## src/rtl/ir_pkg.sv

```systemverilog
// Shared definitions for the IR transmit scheduler: command width, owner ids,
// FSM state encodings and counter widths.
package ir_pkg;

  localparam int CMD_W   = 12;
  localparam int REP_W   = 8;
  localparam int TIMER_W = 24;

  localparam logic OWNER_AUTO = 1'b0;
  localparam logic OWNER_MAN  = 1'b1;

  localparam logic [1:0] S_IDLE       = 2'd0;
  localparam logic [1:0] S_WAIT_BUSY  = 2'd1;
  localparam logic [1:0] S_WAIT_FRAME = 2'd2;
  localparam logic [1:0] S_GAP        = 2'd3;

  typedef logic [CMD_W-1:0] cmd_t;

  // A repeat count of zero still sends one frame per grant.
  function automatic logic [REP_W-1:0] eff_repeat(input int unsigned rc);
    if (rc == 0) begin
      return REP_W'(1);
    end
    return REP_W'(rc);
  endfunction

endpackage

```

## src/rtl/rr_arbiter_2.sv

```systemverilog
// Two-way round-robin arbiter: a lone request wins outright; on a tie the
// source that did not own the transmitter last time is chosen.
module rr_arbiter_2
  import ir_pkg::*;
(
  input  logic [1:0] reqs,
  input  logic       last_owner,
  output logic       grant_valid,
  output logic       grant_id
);

  // reqs[0] is the auto source, reqs[1] the manual source.
  always_comb begin
    grant_valid = |reqs;
    grant_id    = OWNER_AUTO;
    if (reqs == 2'b11) begin
      grant_id = ~last_owner;
    end else if (reqs[1]) begin
      grant_id = OWNER_MAN;
    end
  end

endmodule

```

## src/rtl/ir_tx_scheduler.sv

```systemverilog
// Shares the single IR transmitter between the auto and manual command sources,
// sending each granted command REPEAT_COUNT times with an idle gap between frames.
module ir_tx_scheduler
  import ir_pkg::*;
#(
  parameter int unsigned REPEAT_COUNT  = 3,
  parameter int unsigned GAP_CYCLES    = 5000000,
  parameter int unsigned START_TIMEOUT = 270000
) (
  input  logic             clock,
  input  logic             reset,
  input  logic             auto_req,
  input  logic [CMD_W-1:0] auto_cmd,
  output logic             auto_ack,
  output logic             auto_done,
  input  logic             man_req,
  input  logic [CMD_W-1:0] man_cmd,
  output logic             man_ack,
  output logic             man_done,
  output logic             tx_start,
  output logic [CMD_W-1:0] tx_data,
  input  logic             tx_busy,
  output logic             busy,
  output logic             owner,
  output logic             timeout_err
);

  localparam logic [REP_W-1:0]   REP_MAX  = eff_repeat(REPEAT_COUNT);
  localparam logic [TIMER_W-1:0] GAP_LAST = TIMER_W'(GAP_CYCLES - 1);
  localparam logic [TIMER_W-1:0] TO_LAST  = TIMER_W'(START_TIMEOUT - 1);

  logic [1:0]         state_q, state_d;
  logic [TIMER_W-1:0] timer_q, timer_d;
  logic [REP_W-1:0]   rep_cnt_q, rep_cnt_d;
  logic               last_owner_q, last_owner_d;
  logic               owner_q, owner_d;
  cmd_t               tx_data_q, tx_data_d;
  logic               auto_ack_q, auto_ack_d;
  logic               man_ack_q, man_ack_d;
  logic               auto_done_q, auto_done_d;
  logic               man_done_q, man_done_d;
  logic               tx_start_q, tx_start_d;
  logic               timeout_err_q, timeout_err_d;
  logic               busy_q, busy_d;

  logic grant_valid;
  logic grant_id;
  logic finish;

  rr_arbiter_2 u_arb (
    .reqs        ({man_req, auto_req}),
    .last_owner  (last_owner_q),
    .grant_valid (grant_valid),
    .grant_id    (grant_id)
  );

  // The done cycle itself is spent in IDLE without granting, so a held request
  // is re-acked one full cycle after its done pulse.
  always_comb begin
    state_d       = state_q;
    timer_d       = timer_q;
    rep_cnt_d     = rep_cnt_q;
    last_owner_d  = last_owner_q;
    owner_d       = owner_q;
    tx_data_d     = tx_data_q;
    timeout_err_d = timeout_err_q;
    auto_ack_d    = 1'b0;
    man_ack_d     = 1'b0;
    tx_start_d    = 1'b0;
    finish        = 1'b0;

    case (state_q)
      S_IDLE: begin
        if (grant_valid && !(auto_done_q || man_done_q)) begin
          tx_data_d    = (grant_id == OWNER_MAN) ? man_cmd : auto_cmd;
          owner_d      = grant_id;
          last_owner_d = grant_id;
          auto_ack_d   = (grant_id == OWNER_AUTO);
          man_ack_d    = (grant_id == OWNER_MAN);
          tx_start_d   = 1'b1;
          rep_cnt_d    = '0;
          timer_d      = '0;
          state_d      = S_WAIT_BUSY;
        end
      end
      S_WAIT_BUSY: begin
        if (tx_busy) begin
          state_d = S_WAIT_FRAME;
        end else if (timer_q == TO_LAST) begin
          timeout_err_d = 1'b1;
          finish        = 1'b1;
          state_d       = S_IDLE;
        end else begin
          timer_d = timer_q + 1'b1;
        end
      end
      S_WAIT_FRAME: begin
        if (!tx_busy) begin
          rep_cnt_d = rep_cnt_q + 1'b1;
          if (({1'b0, rep_cnt_q} + 9'd1) >= {1'b0, REP_MAX}) begin
            finish  = 1'b1;
            state_d = S_IDLE;
          end else begin
            timer_d = '0;
            state_d = S_GAP;
          end
        end
      end
      S_GAP: begin
        if (timer_q == GAP_LAST) begin
          tx_start_d = 1'b1;
          timer_d    = '0;
          state_d    = S_WAIT_BUSY;
        end else begin
          timer_d = timer_q + 1'b1;
        end
      end
      default: begin
        state_d = S_IDLE;
      end
    endcase

    auto_done_d = finish && (owner_q == OWNER_AUTO);
    man_done_d  = finish && (owner_q == OWNER_MAN);
    busy_d      = (state_d != S_IDLE);
  end

  // last_owner resets to manual so the auto source wins the first tie.
  always_ff @(posedge clock) begin
    if (reset) begin
      state_q       <= S_IDLE;
      timer_q       <= '0;
      rep_cnt_q     <= '0;
      last_owner_q  <= OWNER_MAN;
      owner_q       <= OWNER_AUTO;
      tx_data_q     <= '0;
      auto_ack_q    <= 1'b0;
      man_ack_q     <= 1'b0;
      auto_done_q   <= 1'b0;
      man_done_q    <= 1'b0;
      tx_start_q    <= 1'b0;
      timeout_err_q <= 1'b0;
      busy_q        <= 1'b0;
    end else begin
      state_q       <= state_d;
      timer_q       <= timer_d;
      rep_cnt_q     <= rep_cnt_d;
      last_owner_q  <= last_owner_d;
      owner_q       <= owner_d;
      tx_data_q     <= tx_data_d;
      auto_ack_q    <= auto_ack_d;
      man_ack_q     <= man_ack_d;
      auto_done_q   <= auto_done_d;
      man_done_q    <= man_done_d;
      tx_start_q    <= tx_start_d;
      timeout_err_q <= timeout_err_d;
      busy_q        <= busy_d;
    end
  end

  assign auto_ack    = auto_ack_q;
  assign man_ack     = man_ack_q;
  assign auto_done   = auto_done_q;
  assign man_done    = man_done_q;
  assign tx_start    = tx_start_q;
  assign tx_data     = tx_data_q;
  assign busy        = busy_q;
  assign owner       = owner_q;
  assign timeout_err = timeout_err_q;

endmodule

```

## config.mk

```make
export PLATFORM = sky130hd
export DESIGN_NAME = ir_tx_scheduler
export DESIGN_NICKNAME = d
export VERILOG_FILES = /design/src/rtl/ir_pkg.sv /design/src/rtl/rr_arbiter_2.sv /design/src/rtl/ir_tx_scheduler.sv
export SDC_FILE = /design/constraint.sdc
export NUM_CORES = 1
export LEC_CHECK = 0
export ABC_AREA = 1
export BUFFER_PORTS_ARGS = -buffer_cell sky130_fd_sc_hd__clkbuf_2
export CAP_MARGIN = 20
export CORE_UTILIZATION = 35
export CTS_CLUSTER_DIAMETER = 40
export DETAILED_ROUTE_END_ITERATION = 6
export PLACE_DENSITY = 0.57
export SLEW_MARGIN = 0
export SYNTH_ARGS = -nofsm -noshare
export SYNTH_HDL_FRONTEND = slang
export SYNTH_SLANG_ARGS = --single-unit
```

## constraint.sdc

```tcl
create_clock -name clock -period 2.65 [get_ports clock]
set_clock_uncertainty 0.1 [all_clocks]
set_input_delay 0.265 -clock clock [delete_from_list [all_inputs] [get_ports clock]]
set_output_delay 0.265 -clock clock [all_outputs]
set_load 0.005 [all_outputs]
```

======== After elaboration in Yosys (flattened, before gate mapping) ========
Cells that the tools add are included.
operators by class
  $add $sub $neg .......................... 3
  $mul .................................... 0
  divide/modulo/power cells ............... 0
  magnitude comparators ................... 1
  eq/ne operators ......................... 11
  shift-type cells ........................ 0
  mux-type cells .......................... 28
  bitwise operators ....................... 6
  reductions and logical operators ........ 14
operators by type and width
  operator                 count
  $mux W24                 6
  $pmux W24 S4             1
  $add A24 B1 Y24 const B  1
  $eq A24 B19 Y1 const B   1
  $eq A24 B23 Y1 const B   1
  $mux W8                  2
  $pmux W8 S2              1
  $mux W12                 1
  $mux W2                  6
  $ne A2 B2 Y1 const B     5
  $add A8 B1 Y9 const B    1
  $ge A9 B2 Y1 const B     1
  $add A8 B1 Y8 const B    1
  $mux W1                  8
  $pmux W2 S4              1
  $eq A2 B2 Y1 const B     3
  $not A1 Y1               6
  $reduce_and A3 Y1        2
  $reduce_and A5 Y1        1
  $pmux W1 S2              2
  $reduce_bool A2 Y1       2
  $logic_and A1 B1 Y1      3
  $reduce_or A3 Y1         1
  $eq A2 B1 Y1 const B     1
  5 further kinds          5
word-level totals
  bits in registers ....................... 55
  latch bits .............................. 0
  RAM bits ................................ 0
  ROM bits ................................ 0
  output and inout bits ................... 20
  memories ................................ 0

======== Logic depth before layout (Yosys ltp) ========
Gate-level depths: netlist of run 1.
  depth in word-level cells ............... 6
  depth in mapped cells ................... 15

======== Modules after synthesis ========
Synthesis of run 1 repeated with hierarchy kept, for this count alone.
unflattened totals
  cells, all modules ...................... 554
  area total of the unflattened synthesis .. 3,557.2 um2
by module, submodules not included
  module           times used  cells each  area each (um2)  seq. area each (um2)
  ir_tx_scheduler  1           551         3,542.1          1,101.1
  rr_arbiter_2     1           3           15.0             0.0

======== Worst setup path before layout of run 1 ========
Ideal clock, no wire load.
  path kind ............................... reg-to-reg
  start point ............................. register rep_cnt_q[0]
  end point ............................... register timer_q[5]
  library setup time ...................... 0.131 ns
  arrival ................................. 1.598 ns
  slack ................................... 0.822 ns
  stages on the path, launching flop included .. 13
  buffers on the path ..................... 1
  period minus slack after synthesis ...... 1.828 ns
  path through ............................ dfxtp_1 inv_1 ha_1 o21bai_1 nor2_1 nand2_1 nor2_2 nand3_2 nand2_4 nand3_4 buf_6 nand2_1 a21oi_2
between the ends
  cells in the longest elaborated chain, start to end .. 4
ends and longest elaborated chain
  what                         RTL line                RTL
  start: declaration           ir_tx_scheduler.sv:34   logic [REP_W-1:0] rep_cnt_q, rep_cnt_d;
  start signal: assignment     ir_tx_scheduler.sv:147  rep_cnt_q <= rep_cnt_d;
  $add A8 B1 Y9                ir_tx_scheduler.sv:100  if (({1'b0, rep_cnt_q} + 9'd1) >= {1'b0, REP_MAX}) begin
  $ge A9 B2 Y1                 ir_tx_scheduler.sv:100
  $ne A2 B2 Y1 (no line)       --
  $reduce_and A5 Y1 (no line)  --
  end signal: assignment       ir_tx_scheduler.sv:146  timer_q <= timer_d;
  end: declaration             ir_tx_scheduler.sv:33   logic [TIMER_W-1:0] timer_q, timer_d;
No other way between the ends.
A chain may end at the register's enable or synchronous reset.

======== Final worst setup path of run 1 ========
  start point ............................. register rep_cnt_q[0]
  end point ............................... register timer_q[0]
Same word-level chain as after synthesis.

==> impl_metrics.json, run 1 <==
{
  "drive_gt1_frac": 0.137,
  "rows": 36,
  "worstPathMaxFanout": 26,
  "met3WireLength_um": 547,
  "max_freq_mhz": 439,
  "grt_use_total": 0.196,
  "io-pin-count": 49,
  "final_nets": 626,
  "n_antenna_cell": 0,
  "hold_violations": 0,
  "highest_layer": "met4",
  "nFillCells": 1108,
  "overflow": 0,
  "async_flop_share": 0,
  "initial_utilization": 0.359,
  "maxCapViolCount": 0,
  "antenna_found_initial": 0,
  "syn_to_final_growth_pct": 13.0,
  "grt_max_degree": 34,
  "core_um2": 9730,
  "cts_root_buf": "clkbuf_8",
  "synth_fp_nets": 586,
  "htreeDepth": 2,
  "cp.arrival_ns": 2.39,
  "synth.distinct_cells": 38,
  "critPathRequiredTime_ns": 2.76,
  "ys_ff_latch": 55,
  "clk_path_buf_depth": 2,
  "synth_flop_cell": "dfxtp_1",
  "wl_met2_um": 4350,
  "cts_sinks": 55,
  "synthTopCellsByArea": "dfxtp_1 32%, nand2_1 14%, nor2_1 9.0%",
  "hold_path_class": "input port to flop",
  "worst_slack_ns": 0.370,
  "fin_cells": 724,
  "worst_pin_slew_ns": 0.560,
  "vias_per_cell": 5.06,
  "drc_errors": 0,
  "p_leak_uw": 0.00155,
  "die-height_um": 102,
  "die_x_um": 102,
  "max_slew_margin": 0.626,
  "rrSetupSlack_ns": 0.37,
  "status": "completed",
  "wl_per_cell_um": 13.0,
  "ir_drop_mv": 0.284,
  "utilization": 0.405,
  "drt-met1-wl_um": 4310,
  "clk_latency_ns": 0.31,
  "cts_tree": "built",
  "setup_tns_ns": 0,
  "path_class": "flop to flop",
  "synth_area_um2": 3490,
  "routed_wl_um": 9400,
  "p_per_area_nw_per_um2": 449,
  "r2r_cells": 11,
  "hold_buffers": 0,
  "dr_total_vias": 3663,
  "start_kind": "flop",
  "post_cts_buffers": 0,
  "clk_pin_slew_ns": 0.12,
  "port_buffers": 48,
  "grt_pass1_wl_um": 16300,
  "ctsResizeCount": 0,
  "hpwl_um": 6860,
  "dieArea_um2": 10400,
  "drv_slew": 0,
  "netlist_instances": 550,
  "hold_path_depth": 3,
  "yosys.area.top_type_share": 0.316,
  "dp_cells": 716,
  "fin_hold_ws_ns": 0.0979,
  "endpoint_kind": "flop",
  "first_pass_iters": 4,
  "yosysWarnings": 0,
  "rsz0062_at_grt": "false",
  "fin_crit_sh": 0.860,
  "synth_edf_count": 0,
  "ant_nets": 0,
  "synth_top_cell_by_area": "dfxtp_1",
  "yosysSeqAreaShare": 0.316,
  "gp_congestion": 0.895,
  "postSynthAreaPerCell_um2": 6.34,
  "grt_pass1_vias": 3515,
  "min_period_ns": 2.28,
  "pre_cts_ws_ns": 0.366,
  "dr.first_iter.drc_count": 154,
  "cts_buffers": 5,
  "setup_violations": 0
}
[path summary, 6_finish.rpt]
check	to	startpoint
hold reg to reg	auto_done	owner
setup / recovery	timer_q[0]	rep_cnt_q[0]
hold / removal	tx_data[7]	man_cmd[7]
setup reg to reg	timer_q[0]	rep_cnt_q[0]
[state kept, by name, indices dropped and copies added (netlist names)]
signal	cells
tx_data	12
timeout_err	1
tx_start	1
last_owner_q	1
auto_ack	1
auto_done	1
man_done	1
busy	1
owner	1
state_q	2
timer_q	24
rep_cnt_q	8
man_ack	1
[metrics by stage]
step	total power, µW	instance area [µm²]
after detailed placement	1180	3820
after global placement	1170	3820
after floorplan	1070	3490
after global routing	1850	3940
after CTS	1790	3940
final	1770	3940
[routing by layer]
metal	track usage	vias to the layer above
met5	0	-
met4	0.0626	0
met3	0.0335	14
met2	0.336	96
met1	0.251	1669
li1	-	1884
[layout by cell type, fill, tap and decap left out, types with 2 or more instances in the layout]
cell      synthesis  final
nand2_1         134    134
nor2_1           84     84
nand3_1          60     60
dfxtp_1          55     55
clkbuf_2          0     48
inv_1            42     42
a21oi_1          37     37
nor3_1           30     30
o21ai_0          19     19
nand4_1          13     13
xor2_1            9      9
ha_1              7      7
buf_4             0      7
clkbuf_8          0      5
o21bai_1          4      4
nor2_2            3      3
nand3b_1          3      3
or2_2             3      3
a22oi_1           3      3
nand3_2           2      2
o21ai_1           2      2
nand2_4           2      2
o211ai_1          2      2
a21oi_2           2      2
[Yosys cell counts (2+ instances only)]
cell type and count:
a21oi_1 37, nand2_1 134, nor3_1 30, nor2_2 3
buf_6 2, ha_1 7, o21ai_0 19, buf_8 2
o21ai_1 2, nor2_1 84, nand2_4 2, clkbuf_1 13
xor2_1 9, nand3_2 2, nand4_1 13, or2_2 3
o211ai_1 2, dfxtp_1 55, a22oi_1 3, inv_1 42
nand3_1 60, buf_2 4, o21bai_1 4, a21oi_2 2
nand3b_1 3
[worst max-delay path, cell delays in order, from the launching register on]
cell      delay (ns)
dfxtp_1         0.45
inv_1           0.09
ha_1            0.31
o21bai_1        0.06
nor2_1          0.11
nand2_1         0.07
nor2_2          0.09
nand3_2         0.11
nand2_4         0.10
nand3_4         0.27
o21ai_0         0.33
nor2_1          0.07
[power by group]
| group | switching (µW) | internal (µW) |
|---|---|---|
| combinational | 171 | 96.5 |
| sequential | 24.0 | 865 |
| clock | 320 | 293 |
| total | 516 | 1250 |
[final cells by class]
class | instances | area [µm²] | area share
Sequential cell | 55 | 1100 | 0.279
Tap cell | 133 | 166 | 0.0422
Clock inverter | 3 | 50.0 | 0.0127
Timing Repair Buffer | 55 | 293 | 0.0743
Multi-Input combinational cell | 429 | 2090 | 0.531
Inverter | 44 | 168 | 0.0425
Clock buffer | 5 | 68.8 | 0.0175
[cell families after synthesis]
group	synth area share
simple gates	0.429
compound gates	0.121
buf+inv	0.0839
flops	0.316
xor+xnor	0.0251
fa+ha+maj	0.0251
Power figures use the tool's default switching activity.
==> run 2: changes to the inputs <==
--- a/config.mk
+++ b/config.mk
@@ -17,2 +17,3 @@
 export SYNTH_HDL_FRONTEND = slang
+export SYNTH_HIERARCHICAL = 1
 export SYNTH_SLANG_ARGS = --single-unit
==> constraint.sdc (replaced) <==
create_clock -name clock -period 2.65 [get_ports clock]
set_clock_uncertainty 0.1 [all_clocks]
set_input_delay 0.53 -clock clock [delete_from_list [all_inputs] [get_ports clock]]
set_output_delay 0.53 -clock clock [all_outputs]
set_load 0.005 [all_outputs]
==> run 2 against run 1 <==
Synthesized cell count increased by 0.73%. Register-to-register slack got worse by 0.07 ns. Setup slack got worse by 0.074 ns. Critical path depth unchanged. Sequential power increased by 0.6%. First-iteration DRC count increased by 25%. Total power decreased by 3.6%. Core utilization increased by 0.76 points. Flip-flop and latch count unchanged. Maximum frequency decreased by 3.1%. Non-clock buffer count increased by 6. Largest power group unchanged.
==> impl_metrics.json, run 2 <==
{
  "cts_root_buf": "clkbuf_8",
  "final_nets": 637,
  "grt_use_total": 0.196,
  "grt_pass1_wl_um": 16200,
  "yosysMostFrequentCell": "nand2_1",
  "clk_path_buf_depth": 2,
  "endpoint_kind": "flop",
  "rows": 36,
  "synth_xor_area_frac": 0.0295,
  "cpPeakStageDelay_ns": 0.47,
  "drive_gt1_frac": 0.166,
  "largest_reg_flops": 24,
  "ys_ff_latch": 55,
  "post_synth_most_frequent_cells": "160 x nand2_1, 55 x dfxtp_1, 55 x nor2_1",
  "p_per_area_nw_per_um2": 421,
  "max_freq_mhz": 425,
  "path_class": "flop to flop",
  "setup_tns_ns": 0,
  "port_buffers": 48,
  "rrSetupSlack_ns": 0.30,
  "io-pin-count": 49,
  "fin_crit_sh": 0.888,
  "hold_path_class": "input port to flop",
  "p_leak_uw": 0.00165,
  "vias_per_cell": 5.02,
  "htreeDepth": 2,
  "hold_violations": 0,
  "dr.first_iter.drc_count": 193,
  "synthMuxAreaShare": 0,
  "worstPathMaxFanout": 26,
  "worst_pin_slew_ns": 0.592,
  "setup_violations": 0,
  "rsz0062_at_grt": "false",
  "die-height_um": 103,
  "top_register": "timer_q",
  "crit_slowest_cell": "dfxtp_1",
  "grt_pass1_vias": 3252,
  "yosysSeqAreaShare": 0.310,
  "clk_pin_slew_ns": 0.12,
  "layout_common_cells": "160 x nand2_1, 55 x nor2_1, 55 x dfxtp_1, 54 x inv_1, 52 x nand3_1",
  "path_cells": "ha_1 > nand2_1 > inv_1 > nand2_2 > nor2_2 > nand3b_4 > or2_0 > nand3_4 > nand2_1 > o21ai_0 > nor2_1",
  "clk_latency_ns": 0.33,
  "status": "completed",
  "cp_common_cell": "nand2_1",
  "synth-adder-area-share": 0.0246,
  "maxCapViolCount": 0,
  "wl_per_cell_um": 13.1,
  "min_period_ns": 2.35,
  "drc_errors": 0,
  "drv_slew": 0,
  "post_cts_buffers": 0,
  "synth_compound_area_frac": 0.142,
  "die_x_um": 103,
  "yosys.area.top_type_share": 0.310,
  "start_kind": "flop",
  "cts_buffers": 5,
  "synth_area_um2": 3560,
  "grt_max_degree": 35,
  "hold_buffers": 0,
  "yosysWarnings": 6,
  "pre_cts_ws_ns": 0.248,
  "critPathRequiredTime_ns": 2.77,
  "syn_to_final_growth_pct": 13.9,
  "first_pass_iters": 4,
  "gp_congestion": 0.874,
  "dr_total_vias": 3689,
  "synth_top_cell_by_area": "dfxtp_1",
  "ir_drop_mv": 0.235,
  "hpwl_um": 7260,
  "max_slew_margin": 0.605,
  "overflow": 0,
  "routed_wl_um": 9620,
  "final_common_cell": "nand2_1",
  "synth_top_family_by_area": "simple AND/OR/NAND/NOR gates",
  "dieArea_um2": 10600,
  "nFillCells": 1084,
  "cts_sinks": 55,
  "async_flop_share": 0,
  "initial_utilization": 0.362,
  "synth_fp_nets": 590,
  "n_antenna_cell": 0,
  "synth-simple-area-share": 0.405,
  "ant_nets": 0,
  "worst_slack_ns": 0.296,
  "postSynthAreaPerCell_um2": 6.42,
  "cp.arrival_ns": 2.48,
  "cts_tree": "built",
  "antenna_found_initial": 0,
  "synth_edf_count": 0,
  "netlist_instances": 554,
  "synth.distinct_cells": 33,
  "synthTopCellsByArea": "dfxtp_1 31%, nand2_1 17%, nand3_1 7.3%",
  "synth_flop_cell": "dfxtp_1",
  "core_um2": 9820
}
[run 2: report_power, final]
| group | internal (µW) | switching (µW) | total [µW] |
|---|---|---|---|
| sequential | 867 | 26.8 | 894 |
| combinational | 99.9 | 184 | 284 |
| clock | 202 | 327 | 529 |
| total | 1170 | 538 | 1710 |
[run 2: cell families (layout without fill, tap and decap cells)]
logic type / after synthesis / in the layout
buffers and inverters: 76 / 124
AOI/OAI and AO/OA: 88 / 88
and+or+nand+nor: 316 / 316
DFF: 55 / 55
adders and majority gates: 7 / 7
xor gates and xnor gates: 12 / 12
[run 2: cell type report]
cell class | count | area, µm² | area share
multi-input combinational | 423 | 2140 | 0.528
sequential | 55 | 1100 | 0.272
timing repair buffer | 61 | 338 | 0.0834
inverter | 55 | 206 | 0.0509
tap | 133 | 166 | 0.0411
clock buffer | 5 | 68.8 | 0.0170
clock inverter | 3 | 31.3 | 0.00772
[run 2: critical path, delay by kind of cell (launching register included)]
family / cells / cell delay [ns]
AO/OA/AOI/OAI: 1 / 0.10
adder cells (fa/ha/maj): 1 / 0.30
buffers and inverters: 1 / 0.08
flip-flops: 1 / 0.47
AND/OR/NAND/NOR: 8 / 1.20
[run 2: metal layers]
layer  up-vias  wire length [µm]  track usage
met2       104              4160        0.302
met1      1662              4810        0.286
met4         0               110       0.0455
met5         -                 0            0
li1       1910                 -            -
met3        13               543       0.0319
[run 2: metrics by stage]
stage	instances	hold slack (ns)	cell area (µm²)	util	total power, µW
6_report	735	0.332	4050	0.413	1710
5_1_grt	735	0.323	4050	0.413	1800
4_1_cts	735	0.318	4050	0.413	1730
3_5_place_dp	727	0.349	3950	0.403	1200
3_3_place_gp	727	0.342	3950	0.403	1190
2_1_floorplan	554	0.329	3560	-	1080
[run 2: final timing paths]
| path | startpoint | endpoint | cells after the start |
|---|---|---|---|
| worst max-delay path | timer_q[0] | timer_q[1] | 11 |
| worst min-delay path | auto_cmd[3] | tx_data[3] | 3 |
| worst max register to register | timer_q[0] | timer_q[1] | 11 |
| worst min register to register | timeout_err | timeout_err | 2 |
[run 2: what timing repair did]
item	in CTS	in global routing
endpoints found under the setup margin	0	2
hold endpoints to repair	0	0
resized for setup	0	1
==> run 3: changes to the inputs <==
ABC_AREA = unset   (was 1)
PLACE_DENSITY = 0.58   (was 0.57)
==> run 3 against run 2 <==
Sequential power rose by 0.9%. Combinational power is 26% higher. Wire length shrank 35%. First-iteration DRC count decreased by 43%. Global-route usage shrank 4.4 points. Flip-flop and latch count stayed put. Synthesized cell count shrank 39%. Die area is 19% lower. Critical path depth down 1. Non-clock buffer count is 1 higher. Clock power fell by 12%. Clock-buffer cell count up 1.
==> impl_metrics.json, run 3 <==
{
  "cts_buffers": 5,
  "overflow": 0,
  "postSynthAreaPerCell_um2": 8.50,
  "crit_slowest_cell": "dfxtp_2",
  "synthTopCellsByArea": "dfxtp_1 38%, xor2_1 6.7%, nor2_1 6.0%",
  "min_period_ns": 2.41,
  "n_antenna_cell": 0,
  "synth_area_um2": 2870,
  "crit_cells": 10,
  "clk_latency_ns": 0.31,
  "ys_ff_latch": 55,
  "yosys.area.top_type_share": 0.383,
  "status": "completed",
  "core_um2": 7850,
  "htreeDepth": 2,
  "worstPathMaxFanout": 12,
  "setup_tns_ns": 0,
  "vias_per_cell": 5.15,
  "grt_pass1_vias": 2296,
  "grt_pass1_wl_um": 10600,
  "ir_drop_mv": 0.255,
  "netlist_instances": 338,
  "top_register": "timer_q",
  "synth_edf_count": 0,
  "nFillCells": 851,
  "drive_gt1_frac": 0.233,
  "dr.first_iter.drc_count": 110,
  "utilization": 0.433,
  "cts_tree": "built",
  "post_synth_most_frequent_cells": "55 x dfxtp_1, 46 x nor2_1, 22 x xor2_1",
  "clk_pin_slew_ns": 0.10,
  "routed_wl_um": 6280,
  "gp_congestion": 0.851,
  "path_cells": "ha_2 > nand3_1 > xor2_1 > nand4_2 > o31ai_4 > nand2_2 > o41ai_4 > buf_4 > clkbuf_16 > nor2_1",
  "first_pass_iters": 4,
  "rsz0062_at_grt": "false",
  "final_common_cell": "dfxtp_1",
  "critPathRequiredTime_ns": 2.77,
  "endpoint_kind": "flop",
  "dr_total_vias": 2537,
  "clk_path_buf_depth": 2,
  "ant_nets": 0,
  "drv_slew": 0,
  "maxCapViolCount": 0,
  "cts_sinks": 55,
  "dieArea_um2": 8570,
  "cts_root_buf": "clkbuf_8",
  "io-pin-count": 49,
  "layout_common_cells": "53 x dfxtp_1, 48 x clkbuf_2, 46 x nor2_1, 22 x xor2_1, 20 x a21oi_1",
  "rows": 32,
  "die_x_um": 92.6,
  "yosysMostFrequentCell": "dfxtp_1",
  "critPathTopFamily": "simple AND/OR/NAND/NOR gates",
  "hold_path_depth": 2,
  "cpPeakStageDelay_ns": 0.40,
  "hold_path_class": "flop to flop",
  "synth_top_cell_by_area": "dfxtp_1",
  "p_per_area_nw_per_um2": 508,
  "hold_buffers": 0,
  "yosysSeqAreaShare": 0.383,
  "synth_flop_cell": "dfxtp_1",
  "fin_crit_sh": 0.911,
  "wl_per_cell_um": 12.7,
  "grt_use_total": 0.152,
  "worst_pin_slew_ns": 0.517,
  "synth_fp_nets": 374,
  "largest_reg_flops": 24,
  "cp.arrival_ns": 2.53,
  "seqCellArea_um2": 1100,
  "hpwl_um": 4490,
  "max_freq_mhz": 414,
  "start_kind": "flop",
  "crit_buf_inv": 2,
  "syn_to_final_growth_pct": 18.2,
  "multi_input_area_um2": 1670,
  "max_slew_margin": 0.653,
  "initial_utilization": 0.366,
  "final_nets": 426,
  "grt_max_degree": 27,
  "setup_violations": 0,
  "yosysWarnings": 6,
  "async_flop_share": 0,
  "port_buffers": 48,
  "antenna_found_initial": 0,
  "synth.distinct_cells": 51,
  "drc_errors": 0,
  "hold_violations": 0,
  "r2r_cells": 10,
  "die-height_um": 92.6,
  "path_class": "flop to flop",
  "p_leak_uw": 0.00135
}
==> run 3: cell count changes after synthesis, moves of 9 or more <==
cell | previous run | this run
nor2_1 | 55 | 46
a21oi_2 | 10 | 0
o21ai_0 | 25 | 8
a211oi_1 | 1 | 13
mux2i_1 | 0 | 12
nand2_1 | 160 | 15
xor2_1 | 12 | 22
nand3_1 | 52 | 19
nand3_2 | 10 | 0
a21oi_1 | 36 | 20
a31oi_1 | 12 | 1
inv_1 | 54 | 8
==> run 3: kinds of logic after synthesis <==
family	count (synthesis)	synth area share
muxes	12	0.0418
DFF	55	0.383
xor gates and xnor gates	23	0.0701
and+or+nand+nor	156	0.291
adders and majority gates	7	0.0305
buffers and inverters	25	0.0379
AOI/OAI and AO/OA	60	0.146
==> run 3: tightest hold or removal path, delay by kind of cell (launching register included) <==
| family | cells | cell delay (ns) |
|---|---|---|
| compound gates | 1 | 0.05 |
| flops | 1 | 0.33 |
| simple gates | 1 | 0.05 |
==> run 3: per-stage QoR <==
stage | instances | setup slack (ns) | cell area (µm²) | hold WS (ns) | power (µW)
2_1_floorplan | 338 | 0.0737 | 2870 | 0.338 | 1140
3_3_place_gp | 483 | 0.190 | 3270 | 0.346 | 1260
3_5_place_dp | 483 | 0.109 | 3270 | 0.350 | 1260
4_1_cts | 491 | 0.0590 | 3350 | 0.376 | 1730
5_1_grt | 493 | 0.0663 | 3390 | 0.395 | 1830
6_report | 493 | 0.236 | 3390 | 0.375 | 1730
==> run 3: routing by layer <==
layer | track usage | routed length [µm]
met5 | 0 | 0
met4 | 0.0560 | 118
met3 | 0.0255 | 166
met2 | 0.246 | 2840
met1 | 0.203 | 3150
==> run 3: path summary, 6_finish.rpt <==
path              slack, ns         start           to
setup / recovery       0.24  rep_cnt_q[0]  timer_q[14]
hold / removal         0.37    timer_q[1]   timer_q[1]
setup reg to reg       0.24  rep_cnt_q[0]  timer_q[14]
hold reg to reg        0.37    timer_q[1]   timer_q[1]
==> run 3: where the power goes <==
group	switching (µW)	internal (µW)	total, µW
Clock	280	186	466
Combinational	198	160	358
Sequential	27.9	874	902
Total	506	1220	1730
==> run 3: timing repair <==
item	4_1_cts	5_1_grt
buffers inserted	0	1
setup endpoints to repair	0	26
resized for setup	0	4
endpoints found under the hold margin	0	0
==> run 3: layout make-up <==
cell class	instances	share of cell area
clock inverter	2	0.00369
clock buffer	6	0.0214
timing repair buffer	62	0.111
inverter	8	0.00885
multi-input combinational	258	0.493
tap	102	0.0376
sequential	55	0.325
